[config.mk]
export PLATFORM = sky130hd
export DESIGN_NAME = side_buf_ctrl
export DESIGN_NICKNAME = d
export VERILOG_FILES = /design/src/rtl/side_buf_ctrl.sv
export SDC_FILE = /design/constraint.sdc
export NUM_CORES = 1
export LEC_CHECK = 0
export CAP_MARGIN = 20
export CORE_UTILIZATION = 46
export DETAILED_ROUTE_END_ITERATION = 12
export HOLD_SLACK_MARGIN = 0.15
export PLACE_DENSITY = 0.76
export SLEW_MARGIN = 0
export SYNTH_ARGS = -nofsm -noshare
export SYNTH_HDL_FRONTEND = slang
export SYNTH_SLANG_ARGS = --single-unit
[constraint.sdc]
create_clock -name clk -period 2.4 [get_ports clk]
set_input_delay 0.36 -clock clk [delete_from_list [all_inputs] [get_ports clk]]
set_output_delay 0.36 -clock clk [all_outputs]
set_load 0.01 [all_outputs]
[src/rtl/side_buf_ctrl.sv]
// Side buffer control for the minBD router: owns the read/write pointers,
// occupancy count, full/empty flags and the head-flit starvation monitor,
// and arbitrates the single storage write port between the redirect stage
// and the eject-to-side-buffer stage. Flit data lives in an external array
// addressed through wr_addr/rd_addr.
module side_buf_ctrl #(
    parameter int DEPTH     = 4,
    parameter int AW        = $clog2(DEPTH),
    parameter int STARVE_TH = 8,
    parameter int SW        = $clog2(STARVE_TH + 1)
) (
    input  logic          clk,
    input  logic          n_rst,
    input  logic          redirect_req,
    input  logic          eject_req,
    input  logic          inject_gnt,
    output logic          wr_en,
    output logic          wr_sel,
    output logic [AW-1:0] wr_addr,
    output logic [AW-1:0] rd_addr,
    output logic [AW:0]   count,
    output logic          full,
    output logic          empty,
    output logic          starve,
    output logic          err_ovf,
    output logic          err_drop
);

    // Occupancy at which the buffer is full, last valid index before wrap,
    // and the saturation point of the starvation counter.
    localparam logic [AW:0]   FULL_CNT   = (AW + 1)'(DEPTH);
    localparam logic [AW-1:0] LAST_IDX   = AW'(DEPTH - 1);
    localparam logic [SW-1:0] STARVE_MAX = SW'(STARVE_TH);

    logic [AW-1:0] wr_ptr;
    logic [AW-1:0] rd_ptr;
    logic [AW:0]   count_q;
    logic [SW-1:0] starve_cnt;

    logic          push_req;
    logic          push;
    logic          pop;
    logic          collide;
    logic          ovf_attempt;
    logic [AW-1:0] wr_ptr_next;
    logic [AW-1:0] rd_ptr_next;
    logic [AW:0]   count_next;
    logic [SW-1:0] starve_cnt_next;

    // Flags come straight from the registered count; no same-cycle bypass.
    assign full    = (count_q == FULL_CNT);
    assign empty   = (count_q == '0);
    assign count   = count_q;
    assign wr_addr = wr_ptr;
    assign rd_addr = rd_ptr;

    // Write-port arbitration and push/pop acceptance. Redirect always wins a
    // collision; a full buffer still accepts a push when the head leaves in
    // the same cycle because a slot frees up at the same edge.
    always_comb begin
        push_req    = redirect_req | eject_req;
        collide     = redirect_req & eject_req;
        pop         = inject_gnt & ~empty;
        push        = push_req & (~full | pop);
        ovf_attempt = push_req & full & ~pop;
        wr_en       = push;
        wr_sel      = eject_req & ~redirect_req;
    end

    // Next pointer, occupancy and starvation values. Pointers wrap explicitly
    // so DEPTH need not be a power of two.
    always_comb begin
        wr_ptr_next     = wr_ptr;
        rd_ptr_next     = rd_ptr;
        count_next      = count_q;
        starve_cnt_next = starve_cnt;

        if (push) begin
            wr_ptr_next = (wr_ptr == LAST_IDX) ? '0 : wr_ptr + 1'b1;
        end
        if (pop) begin
            rd_ptr_next = (rd_ptr == LAST_IDX) ? '0 : rd_ptr + 1'b1;
        end

        case ({push, pop})
            2'b10:   count_next = count_q + 1'b1;
            2'b01:   count_next = count_q - 1'b1;
            default: count_next = count_q;
        endcase

        if (empty || pop) begin
            starve_cnt_next = '0;
        end else if (starve_cnt == STARVE_MAX) begin
            starve_cnt_next = STARVE_MAX;
        end else begin
            starve_cnt_next = starve_cnt + 1'b1;
        end
    end

    // State registers; errors are sticky until the next reset.
    always_ff @(posedge clk or negedge n_rst) begin
        if (!n_rst) begin
            wr_ptr     <= '0;
            rd_ptr     <= '0;
            count_q    <= '0;
            starve_cnt <= '0;
            starve     <= 1'b0;
            err_ovf    <= 1'b0;
            err_drop   <= 1'b0;
        end else begin
            wr_ptr     <= wr_ptr_next;
            rd_ptr     <= rd_ptr_next;
            count_q    <= count_next;
            starve_cnt <= starve_cnt_next;
            starve     <= (starve_cnt_next == STARVE_MAX);
            err_ovf    <= err_ovf | ovf_attempt;
            err_drop   <= err_drop | collide;
        end
    end

endmodule
# After elaboration in Yosys (flattened, before gate mapping)
# Index checks and enable logic that the tools add are counted.
[classes] n_addsub=5 eq_ne=7 mux=5 bitwise=14 reduce_logical=3
[op_table] cell="4-bit == test (second input constant)" count=2
[op_table] cell="4-bit two-way mux" count=2
[op_table] cell="1-bit bitwise AND" count=6
[op_table] cell="2-bit == test (second input constant)" count=3
[op_table] cell="3-bit one-hot mux with 2 select lines" count=1
[op_table] cell="2-bit by 1-bit adder with 2-bit output (second input constant)" count=2
[op_table] cell="4-bit by 1-bit adder with 4-bit output (second input constant)" count=1
[op_table] cell="2-bit two-way mux" count=2
[op_table] cell="1-bit inverter" count=4
[op_table] cell="1-bit OR" count=4
[op_table] cell="3-bit by 1-bit adder with 3-bit output (second input constant)" count=1
[op_table] cell="3-bit == test (second input constant)" count=1
[op_table] cell="3-bit zero test" count=1
[op_table] cell="3-bit by 1-bit subtractor with 3-bit output (second input constant)" count=1
[op_table] cell="2-bit by 1-bit == test with 1-bit output (second input constant)" count=1
[op_table] cell="2-bit nonzero test" count=1
[op_table] cell="1-bit logical OR" count=1
[totals] ff_bits=14 inputBits=5 output_inout_bits=14 elab_cells=41

# Longest topological paths before layout
[depth] depth_word=7 ltp_mapped=9 mapped_depth_nobuf=9

# Worst setup path before layout
# No wires, ideal clock.
[synth_timing] path_kind="register to register" startpoint="register count_q[0], in the netlist count[0]" endpoint="register count_q[2], in the netlist count[2]" setup_ns=0.079 arrival_ns=2.074 required_time_ns=2.321 slack_ns=0.247 stages_incl_launch_ff=10 path_buffers=0 period_less_slack_ns=2.153 path_cell_list="dfrtp_1 > or3b_4 > o22a_4 > inv_1 > ha_1 > inv_1 > fa_1 > xor2_1 > nor2_1 > xor2_1"
[synth_between] elab_chain_cells=7 elab_cells_between_ends=13 classes_between="2 x add/sub; 3 x eq/ne; 1 x mux; 5 x bitwise; 2 x reduce/logical"
[synth_rtl] element="from (decl)" line_no="37" text="logic [AW:0] count_q;"
[synth_rtl] element="from (signal assigned)" line_no="113" text="count_q <= count_next;"
[synth_rtl] element="3-bit zero test" line_no="52" text="assign empty = (count_q == '0);"
[synth_rtl] element="1-bit inverter" line_no="63" text="pop = inject_gnt & ~empty;"
[synth_rtl] element="1-bit bitwise AND" line_no="63"
[synth_rtl] element="1-bit OR (*)" line_no="64" text="push = push_req & (~full | pop);"
[synth_rtl] element="1-bit bitwise AND (*)" line_no="64"
[synth_rtl] element="named net wr_en" line_no="17" text="output logic wr_en,"
[synth_rtl] element="2-bit by 1-bit == test with 1-bit output or 2-bit == test (tied branches)" line_no="85" text="case ({push, pop})"
[synth_rtl] element="3-bit one-hot mux with 2 select lines or 2-bit nonzero test (tied branches)"
# Mark *: on every way through the listed nets, which the timed path passes. The rest lies on a longest branch.
# A chain may end at the register's enable or synchronous reset.

# Worst setup path after layout
[layout_timing] startpoint="register count_q[1], in the netlist count[1]" endpoint="register count_q[2], in the netlist count[2]"
[layout_between] elab_chain_cells=7 elab_cells_between_ends=13 classes_between="2 x add/sub; 3 x eq/ne; 1 x mux; 5 x bitwise; 2 x reduce/logical"
[layout_rtl] element="3-bit zero test" line_no="52"
[layout_rtl] element="1-bit inverter" line_no="63"
[layout_rtl] element="1-bit bitwise AND" line_no="63"
[layout_rtl] element="1-bit OR" line_no="64"
[layout_rtl] element="1-bit bitwise AND" line_no="64"
[layout_rtl] element="2-bit by 1-bit == test with 1-bit output or 2-bit == test (tied branches)" line_no="85"
[layout_rtl] element="3-bit one-hot mux with 2 select lines or 2-bit nonzero test (tied branches)"
# Parallel ways exist; a longest one is shown, timed or not.

==> flow_summary.yaml <==
die:
  fp.dieH_um: 41.4
  floorplan.die.width_um: 41.4
  core_area_mm2: 0.00137
  row_count: 13
  io_pins: 19
  start_util_pct: 52.2
  die_outline_area_mm2: 0.00171
worst_setup_path:
  worst-r2r-setup-slack_ns: 0.16
  cp.required_ns: 2.60
  crit_type: "reg -> reg"
  worstSetupStartpointType: "flip-flop"
  reg2reg_to: "count[2]"
  timing.critical_path.cells: "or3b_4 > o22a_4 > inv_1 > ha_1 > inv_1 > fa_1 > xor2_1 > nor2_1 > xor2_1"
  worst_path_max_delay_cell: "dfrtp_1"
  timing.critical_path.slowest_cell_delay_ns: 0.43
  crit_path_max_fanout: 4
  worstSetupEndpointType: "flip-flop"
  r2r_cells: 9
  crit_path_dat_ns: 2.44
  reg2reg_from: "count[1]"
sta:
  rsz0062_at_grt: "no"
  worstMarginPinSlew_ns: 0.618
  final_hold_viol_count: 0
  final.setup_skew_ns: 0.00335
  max_freq_mhz: 446
  layout_worst_path_cycle_share_pct: 93.4
  setup_violations: 0
  slew_headroom_pct: 58.7
  period_needed_ns: 2.24
  totalNegativeSetupSlack_ns: 0
  whs_ns: 0.465
  count_of_final_max_slew_check_failures: 0
yosys:
  synth_sequential_area_ratio_pct: 49.1
  synthTopCellsByArea: "dfrtp_1 (49%), ha_1 (8.8%), inv_1 (4.7%), mux2_4 (4.2%), nor2_1 (3.7%)"
  netlist-cell-type-count: 23
  synth_area_leader_cell: "dfrtp_1"
  synth_top_area_share_pct: 49.1
  syn-instance-count: 62
  netlist_area_um2: 713
  yosys_warnings: 0
  synth_seq_cells: 14
  avg_inst_size_synth_um2: 11.5
  synth.net_count: 73
clock_network:
  clock_latency_ns: 0.27
  cts_max_path_buffers: 2
  numClockSinks: 14
  cts_made_buffers: 3
  holdBufCountCts: 0
  ctsHtreeMaxLevel: 1
  post_cts_resized: 0
  root_buf_cell: "clkbuf_4"
  clkSlewWorstSetupHoldPaths_ns: 0.08
  tritoncts_clock_tree: "built"
  count_of_buffers_added_by_post_cts_timing_repair_for_setup: 0
placement:
  portBuffers: 18
  hpwlAfterDp_um: 971
  globalplace.congestion: 0.637
global_routing:
  via_count_of_the_first_global_routing_pass: 501
  grt_first_pass_wirelength_um: 1950
  number_of_antenna_violations_at_the_first_check_in_global_routing: 0
  grt_max_degree: 15
  grt_remaining_overflow: 0
  grt.total_usage_pct: 18.3
detailed_routing:
  num_vias: 499
  totalWireLength_um: 1220
  drt_drc_violations_left: 0
  route.detailed.vias_per_inst: 4.99
  drt_pre_antenna_iters: 2
  drt.antenna.violating_nets: 0
  average_wire_length_per_cell_after_detail_routing_um: 12.2
  drtIter0Drc: 4
power_and_ir_drop:
  power_density_mw_per_mm2: 1140
  peak_vdd_ir_mv: 0.673
  power.static_leakage_uw: 0.000454
  total_power_uw: 1090
run_status:
  outcome: "completed"
final_layout:
  final_net_count: 97
  syn_to_final_growth_pct: 34.0
  antenna-diode-count: 0
  layout-drive-gt1-share_pct: 14.1
min_path:
  path_type_of_the_worst_min_delay_path: "in -> async"
flow_run:
  max_cap_violations: 0
layer usage:
metal / vias up / track usage (%) / routed length (µm)
li1: 250 / - / -
met1: 237 / 21.5 / 558
met2: 10 / 31.6 / 600
met3: 2 / 4.79 / 58
met4: 0 / 7.26 / 4
met5: - / 0 / 0
power by group:
part	switching (µW)	leakage [µW]	internal, µW
Clock	72.5	0.0000210	92.2
Combinational	214	0.000265	310
Sequential	81.1	0.000167	316
state kept, by name (all words and copies together) (netlist names):
signal and count:
count 3, err_drop 1, err_ovf 1, rd_addr 2, starve 1, starve_cnt 4
wr_addr 2
worst max-delay path, delay by kind of cell, from the launching register on:
kind / cells / cell delay (ns)
simple gates: 2 / 0.54
buf+inv: 2 / 0.13
fa+ha+maj: 2 / 0.55
xor+xnor: 2 / 0.31
flops: 1 / 0.43
compound gates: 1 / 0.22
placed cells by master, fill, tap and decap left out:
| master | instances |
|---|---|
| clkdlybuf4s50_1 | 18 |
| dfrtp_1 | 14 |
| inv_1 | 9 |
| nor2_1 | 7 |
| ha_1 | 5 |
| xor2_1 | 3 |
| clkbuf_4 | 3 |
| nor2b_1 | 2 |
| nand2b_1 | 2 |
| a21o_1 | 2 |
| nand3_1 | 2 |
| mux2_4 | 2 |
| mux2_2 | 2 |
| or3b_4 | 1 |
| nor3_1 | 1 |
| o22a_4 | 1 |
| or2_2 | 1 |
| nand3b_1 | 1 |
| nand2_1 | 1 |
| a21oi_1 | 1 |
| a2111oi_0 | 1 |
| o31ai_1 | 1 |
| mux2i_1 | 1 |
| xnor2_1 | 1 |
| fa_1 | 1 |
| clkbuf_8 | 1 |
| buf_4 | 1 |
how the worst max path moves through the flow:
stage / startpoint / endpoint / slack, ns / depth (start not counted)
after floorplan: count[0] / count[2] / 0.25 / 9
after global placement: eject_req / count[2] / 0.16 / 9
after detailed placement: eject_req / count[2] / 0.1 / 9
after CTS: count[1] / count[2] / 0.15 / 9
after global routing: count[1] / count[2] / 0.03 / 9
final: count[1] / count[2] / 0.16 / 9
per-stage QoR:
step	worst slack, ns	utilization [%]	area [µm²]	instances
finish	0.158	70.0	956	100
global route	0.0315	70.0	956	100
CTS	0.148	70.0	956	100
detailed placement	0.0970	67.3	920	96
global placement	0.156	67.3	920	96
floorplan	0.247	-	713	62
cells by family after synthesis:
logic type                 share of synthesized area, %
AOI/OAI and AO/OA                                  7.54
xor gates and xnor gates                           4.91
adders and majority gates                          11.6
buffers and inverters                              4.74
DFF                                                49.1
muxes                                              8.77
and+or+nand+nor                                    13.3
final cells by class:
class	count	area, µm²
flip-flops and latches	14	350
fillers	126	410
repair buffers	19	188
well taps	15	18.8
clock buffers	4	36.3
inverters	9	33.8
multi-input cells	39	329
cells in the mapped netlist, drive strengths merged:
cell     instances
dfrtp           14
inv              9
nor2             7
ha               5
mux2             4
xor2             3
a21o             2
nand2b           2
nand3            2
nor2b            2
a2111oi          1
a21oi            1
fa               1
mux2i            1
nand2            1
nand3b           1
nor3             1
o22a             1
o31ai            1
or2              1
or3b             1
xnor2            1
Power figures use the tool's default switching activity.
